$ cat src/rtl/pc_sequencer.sv
// pc_sequencer: registered MIPS program counter with stall, branch, jump, jr and trap redirection.
// Optional return-address stack for jr $ra prediction is enabled by defining PC_RAS_EN.
module pc_sequencer #(
  parameter int ADDR_W = 32,
  parameter logic [ADDR_W-1:0] RESET_VEC = '0,
  parameter logic [ADDR_W-1:0] TRAP_VEC = ADDR_W'(32'h8000_0180),
  parameter int RAS_DEPTH = 4
) (
  input  logic              clk,
  input  logic              rst_n,
  input  logic              stall,
  input  logic [31:0]       instr,
  input  logic              branch,
  input  logic              bne,
  input  logic              zero,
  input  logic              jump,
  input  logic              link,
  input  logic              jr,
  input  logic              ret,
  input  logic [ADDR_W-1:0] jr_target,
  input  logic              trap,
  output logic [ADDR_W-1:0] pc,
  output logic [ADDR_W-1:0] pc_plus4,
  output logic              redirect,
  output logic              misalign,
  output logic              ras_ovf,
  output logic              ras_unf
);
  logic [ADDR_W-1:0] pc_q, pc_d, br_tgt, j_tgt, reg_tgt;
  logic redirect_q, redirect_d, misalign_q, misalign_d;
  logic taken, hold, jr_sel, jal_sel, mis, unused_ok;
  assign pc_plus4 = pc_q + ADDR_W'(4);
  assign taken = branch & (zero ^ bne);
  assign br_tgt = pc_plus4 + {{(ADDR_W-18){instr[15]}}, instr[15:0], 2'b00};
  assign j_tgt = {pc_plus4[ADDR_W-1:28], instr[25:0], 2'b00};
  assign hold = stall & ~trap;
  assign jr_sel = ~stall & ~trap & jr;
  assign jal_sel = ~stall & ~trap & ~jr & jump & link;
  assign mis = jr_sel & (reg_tgt[1:0] != 2'b00);
  assign unused_ok = ^{instr[31:26], ret, jal_sel};
  always_comb begin
    pc_d = trap ? TRAP_VEC : stall ? pc_q : jr ? (mis ? TRAP_VEC : reg_tgt) :
           jump ? j_tgt : taken ? br_tgt : pc_plus4;
    redirect_d = hold ? redirect_q : (trap | jr | jump | taken);
    misalign_d = hold ? misalign_q : mis;
  end
  always_ff @(posedge clk or negedge rst_n)
    if (!rst_n) begin
      pc_q <= RESET_VEC;
      redirect_q <= 1'b0;
      misalign_q <= 1'b0;
    end else begin
      pc_q <= pc_d;
      redirect_q <= redirect_d;
      misalign_q <= misalign_d;
    end
  assign pc = pc_q;
  assign redirect = redirect_q;
  assign misalign = misalign_q;
`ifdef PC_RAS_EN
  localparam int PW = $clog2(RAS_DEPTH);
  localparam int CW = $clog2(RAS_DEPTH + 1);
  logic [ADDR_W-1:0] ras_q [RAS_DEPTH];
  logic [ADDR_W-1:0] ras_d [RAS_DEPTH];
  logic [PW-1:0] ptr_q, ptr_d;
  logic [CW-1:0] cnt_q, cnt_d;
  logic ovf_q, ovf_d, unf_q, unf_d, full, use_ras, push, pop;
  assign full = cnt_q == CW'(RAS_DEPTH);
  assign use_ras = ret & (cnt_q != '0);
  assign reg_tgt = use_ras ? ras_q[ptr_q] : jr_target;
  assign push = jal_sel;
  assign pop = jr_sel & use_ras;
  // ptr_q addresses the top entry; a push on a full stack wraps onto the oldest one
  always_comb begin
    ras_d = ras_q;
    if (push) ras_d[ptr_q + PW'(1)] = pc_plus4;
    ptr_d = push ? ptr_q + PW'(1) : pop ? ptr_q - PW'(1) : ptr_q;
    cnt_d = push ? (full ? cnt_q : cnt_q + CW'(1)) : pop ? cnt_q - CW'(1) : cnt_q;
    ovf_d = hold ? ovf_q : push & full;
    unf_d = hold ? unf_q : jr_sel & ret & (cnt_q == '0);
  end
  always_ff @(posedge clk or negedge rst_n)
    if (!rst_n) begin
      for (int i = 0; i < RAS_DEPTH; i++) ras_q[i] <= '0;
      ptr_q <= '0;
      cnt_q <= '0;
      ovf_q <= 1'b0;
      unf_q <= 1'b0;
    end else begin
      ras_q <= ras_d;
      ptr_q <= ptr_d;
      cnt_q <= cnt_d;
      ovf_q <= ovf_d;
      unf_q <= unf_d;
    end
  assign ras_ovf = ovf_q;
  assign ras_unf = unf_q;
`else
  localparam int unused_depth = RAS_DEPTH;
  assign reg_tgt = jr_target;
  assign ras_ovf = 1'b0;
  assign ras_unf = 1'b0;
`endif
endmodule

$ cat config.mk
export PLATFORM = sky130hd
export DESIGN_NAME = pc_sequencer
export DESIGN_NICKNAME = d
export VERILOG_FILES = /design/src/rtl/pc_sequencer.sv
export SDC_FILE = /design/constraint.sdc
export NUM_CORES = 1
export LEC_CHECK = 0
export ABC_CLOCK_PERIOD_IN_PS = 4850
export CORE_AREA = 2 2 120 122
export CTS_CLUSTER_SIZE = 8
export DETAILED_ROUTE_END_ITERATION = 10
export DIE_AREA = 0 0 122 124
export PLACE_DENSITY_LB_ADDON = 0.08
export SLEW_MARGIN = 30
export SYNTH_ARGS = -nofsm -noshare
export SYNTH_HDL_FRONTEND = slang
export SYNTH_SLANG_ARGS = --single-unit
$ cat constraint.sdc
create_clock -name clk -period 4.85 [get_ports clk]
set_clock_uncertainty 0.2 [all_clocks]
set_input_delay 0.485 -clock clk [delete_from_list [all_inputs] [get_ports clk]]
set_output_delay 0.485 -clock clk [all_outputs]
set_load 0.1 [all_outputs]
Word-level counts from Yosys, hierarchy flattened. Cells that the tools add are included.

Equal/unequal tests: 1. $add $sub $neg: 2. Bitwise gates (word level): 11. Reductions and logical operators: 1. Mux-type cells: 6.

Operators by type and width (number): $mux 32 (6); $add 32x3->32 const B (1); $add 32x32->32 (1); $and 1x1->1 (5); $or 1x1->1 (3); $ne 2x1->1 const B (1); $not 1->1 (2); $reduce_bool 2->1 (1); $xor 1x1->1 (1).

Logic and storage cells: 24. Register bits: 34. Input bits: 75.

Depth between registers and ports, before layout. Gate-level depths: netlist of the first run.

Word-level depth: 8. Mapped depth: 17. Mapped depth without buffers: 17.

Worst setup path after synthesis of the first run. Ideal clock, no wire load.

Kind: register -> register. From: register pc_q[2], in the netlist pc[2]. To: register pc_q[30], in the netlist pc[30]. Data arrival time: 5.931 ns. Path buffers: 1. Setup time: 0.137 ns. Path slack: -1.418 ns. Cell stages (with the launch flop): 18. Period minus slack after synthesis: 6.268 ns. Cells stage by stage: dfrtp_1 ha_1 nand2_1 nor2_1 nand3_1 or2_2 xnor2_1 ha_1 clkbuf_1 nor2b_1 o21ai_0 nand2b_1 or3_1 a21oi_1 nor3_1 or3_1 nand3_1 a211oi_1.

Cells in the longest elaborated chain, start to end: 7.

RTL lines: from (decl) (RTL line 29) `logic [ADDR_W-1:0] pc_q, pc_d, br_tgt, j_tgt, reg_tgt;`; from (signal assigned) (RTL line 53) `pc_q <= pc_d;`; $add 32x3->32 (RTL line 32) `assign pc_plus4 = pc_q + ADDR_W'(4);`; named net pc_plus4[24] (RTL line 23) `output logic [ADDR_W-1:0] pc_plus4,`; $add 32x32->32 (RTL line 34) `assign br_tgt = pc_plus4 + {{(ADDR_W-18){instr[15]}}, instr[15:0], 2'b00};`; $mux 32 (2 in series) (RTL line 43) `jump ? j_tgt : taken ? br_tgt : pc_plus4;`; $mux 32 (3 in series) (RTL line 42) `pc_d = trap ? TRAP_VEC : stall ? pc_q : jr ? (mis ? TRAP_VEC : reg_tgt) :`.

The timed path passes the listed nets, and every way through them passes these cells. The select of a mux whose other input is x is not followed. A chain may end at the register's enable or synchronous reset.

Worst setup path after layout of the first run.
From: register pc_q[2], in the netlist pc[2]. To: register pc_q[29], in the netlist pc[29].

Cells in the longest elaborated chain, start to end: 7.

RTL lines (RTL line): $add 32x3->32 * (32); $add 32x32->32 (34); $mux 32 (43); $mux 32 * (43); $mux 32 * (3 in series) (42).

Mark *: on every way between the ends. The rest lies on a longest branch, timed or not. The select of a mux whose other input is x is not followed.

==> results of run 1 <==
final cells by class:
class                   count  area, um2
inverters                  13       48.8
multi-input cells         470       3420
clock buffers               7        143
well taps                 180        225
repair buffers            147       1390
fillers                  1407       7610
flip-flops and latches     34        882
clock inverters             1       5.00
synth_stat cells (all sizes together) (6+ instances only):
master  instances  area (um2)
and2            7        43.8
a21oi          47         239
inv            13        48.8
nor2           54         203
a31oi           7        58.8
a21o            9        67.6
dfrtp          34         851
buf             7        41.3
and3           10        62.6
nand2b          7        43.8
a211oi         12        90.1
nor3            9        45.0
xnor2          27         236
o21ai          42         210
a22oi          10        75.1
nor2b           6        37.5
ha             36         450
nand2          64         240
o31ai           6        55.1
nand4           9        56.3
xor2           25         219
clkbuf         21        78.8
nand3          19        95.1
o211ai          8        60.1
final timing paths:
check                                  endpoint  slack (ns)  depth (start not counted)
max in group asynchronous     pc[2]$_DFFE_PN0N_        4.07                          1
min in group clk           redirect$_DFFE_PN0N_        0.32                          2
max reg2reg                  pc[29]$_DFFE_PN0N_        0.54                         18
min reg2reg                redirect$_DFFE_PN0N_        0.32                          2
min                          pc[18]$_DFFE_PN0N_       -0.03                          1
max                          pc[29]$_DFFE_PN0N_        0.54                         18
sequential cells by signal (all words and copies together) (netlist names):
name / flops
misalign: 1
redirect: 1
pc: 32
per-stage QoR:
stage | std cells | setup WS [ns] | cell area [um2] | hold slack [ns]
detailed placement | 844 | 0.545 | 5960 | 0.313
global placement | 844 | 0.582 | 5960 | 0.300
floorplan | 545 | 0.0472 | 4470 | -0.0106
CTS | 852 | 0.514 | 6110 | 0.154
global route | 852 | 0.289 | 6110 | 0.00374
finish | 852 | 0.539 | 6110 | -0.0263
where the power goes:
part           switching, W  internal, W
combinational      0.000460     0.000229
sequential        0.0000324     0.000301
clock              0.000138     0.000204
metal layers:
metal	GRT usage (%)	share of wire, %	vias up
met5	0	0	-
met4	3.23	0.85	0
met3	4.12	7.4	13
met2	34.3	45	185
met1	29.5	46	2186
li1	-	-	2241
kinds of logic (layout without fill, tap and decap cells):
family          count (synthesis)  in the layout  synth area share (%)
buf+inv                        41            168                  4.13
fa+ha+maj                      37             37                  11.5
flops                          34             34                  20.8
simple gates                  196            196                  22.3
xor+xnor                       52             52                  11.1
compound gates                179            179                  29.1
other cells                     1              2                0.0916
mux                             4              4                 0.978
==> summary.txt, run 1 <==
outcome: complete, but fails checks
failing checks: hold timing
drt wl/cell: 18.5 um
slowest cell on the critical path: dfrtp_4
CTS tree: yes
first-pass GRT wire length: 24,700 um
RSZ-0062 raised after global routing: false
I/O pin count: 143
final hold slack: -0.0263 ns
vias in the first global route: 4,559
number of synthesized flops with an enable pin: 0
Yosys reg bits: 34
synthesized area per cell: 7.52 um2
Routed Antenna Nets: 0
Max VDD drop: 141 uV
area of the mapped netlist: 0.00409 mm2
First DRT Iteration DRCs: 276
fin util: 44.6%
commonest cells after routing, fill and taps aside: clkdlybuf4s50_1, nand2_1, nor2_1
Hold WC Path Type: primary input to asynchronous set/reset pin
Crit path max-delay family: compound AO/OA/AOI/OAI gates
CP Class: flip-flop to flip-flop
CTS buffer count: 5
H-Tree Depth: 2
sequential share of the synthesized area: 20.8%
most common cell after layout, fill and taps aside: clkdlybuf4s50_1
DP HPWL: 12,300 um
worst path cell trace: ha_1 > nand2_1 > nor2_1 > buf_4 > nand3_1 > nor2_1 > xor2_4 > ha_1 > a21oi_1 > o21bai_1 > a21o_1 > a21oi_1 > o21ai_0 > a221o_1 > a31oi_1 > xor2_1 > a211oi_1 > a221o_1
Slew @ Worst Pin: 1.00 ns
Via Count: 4,625
Worst-Skew Late Latency: 0.29 ns
P per Cell Area: 223 mW/mm2
Rows: 43
leakage power: 2.57 nW
# resized after CTS: 0
PortBufs: 132
Max Cap Viol: 0
Setup TNS: 0 ns
Worst setup EP type: flip-flop
initial antenna violation count: 0
count of clock tree sinks: 34
Detailed Route WL: 15,800 um
share of cells above drive strength 1: 13.7%
DRC viols: 0
Tcrit/Tclk final: 88.9%
Worst Path Required: 4.83 ns
vias per cell: 5.43
synth unique cells: 56
Critical path buffers and inverters: 1
Final nets: 783
total setup buffers inserted after CTS: 0
total core area: 0.0137 mm2
Initial Utilization: 29.8%
Max stage delay on crit path: 0.45 ns
GRT Util Overall: 21.1%
GP Congestion: 0.950
Cells after Synth: 544
overall power: 0.00137 W
final setup fails: 0
Crit. Startpoint: pc[2]$_DFFE_PN0N_
diodes inserted: 0
fmax: 0.232 GHz
asr flop ratio synth: 100%
Max-Slew Margin vs Limit: 33.1%
clock-pin slew on the worst setup and hold paths: 0.07 ns
hold_buf cts: 0
reg-to-reg startpoint: pc[2]$_DFFE_PN0N_
Primary FF master, synth: dfrtp_1
crit path max fanout: 7
GRT overflow: 0
largest net degree at the start of global routing: 35
Arrival @ worst endpoint: 4.29 ns
Die Wd: 122 um
crit start category: flip-flop
drt pass-1 iters: 5
Area Overhead vs Synth: 49.3%
Die H: 124 um
fin. max-slew vios: 0
synth warn: 0
clock buffer depth: 2
die area: 0.0151 mm2
CTS Root Cell: clkbuf_16
Final Hold Violating Endpoints: 34
Min Clock Period, post-route: 4.31 ns
No activity file was read; power rests on OpenSTA's default activity.
==> run 2, diff against run 1 <==
--- a/config.mk
+++ b/config.mk
@@ -7,7 +7,6 @@
 export LEC_CHECK = 0
 export ABC_CLOCK_PERIOD_IN_PS = 4850
 export CORE_AREA = 2 2 120 122
-export CTS_CLUSTER_SIZE = 8
 export DETAILED_ROUTE_END_ITERATION = 10
 export DIE_AREA = 0 0 122 124
 export PLACE_DENSITY_LB_ADDON = 0.08
==> results of run 2 <==
Same layout as run 1: the final DEF is identical, and so are final timing and power.
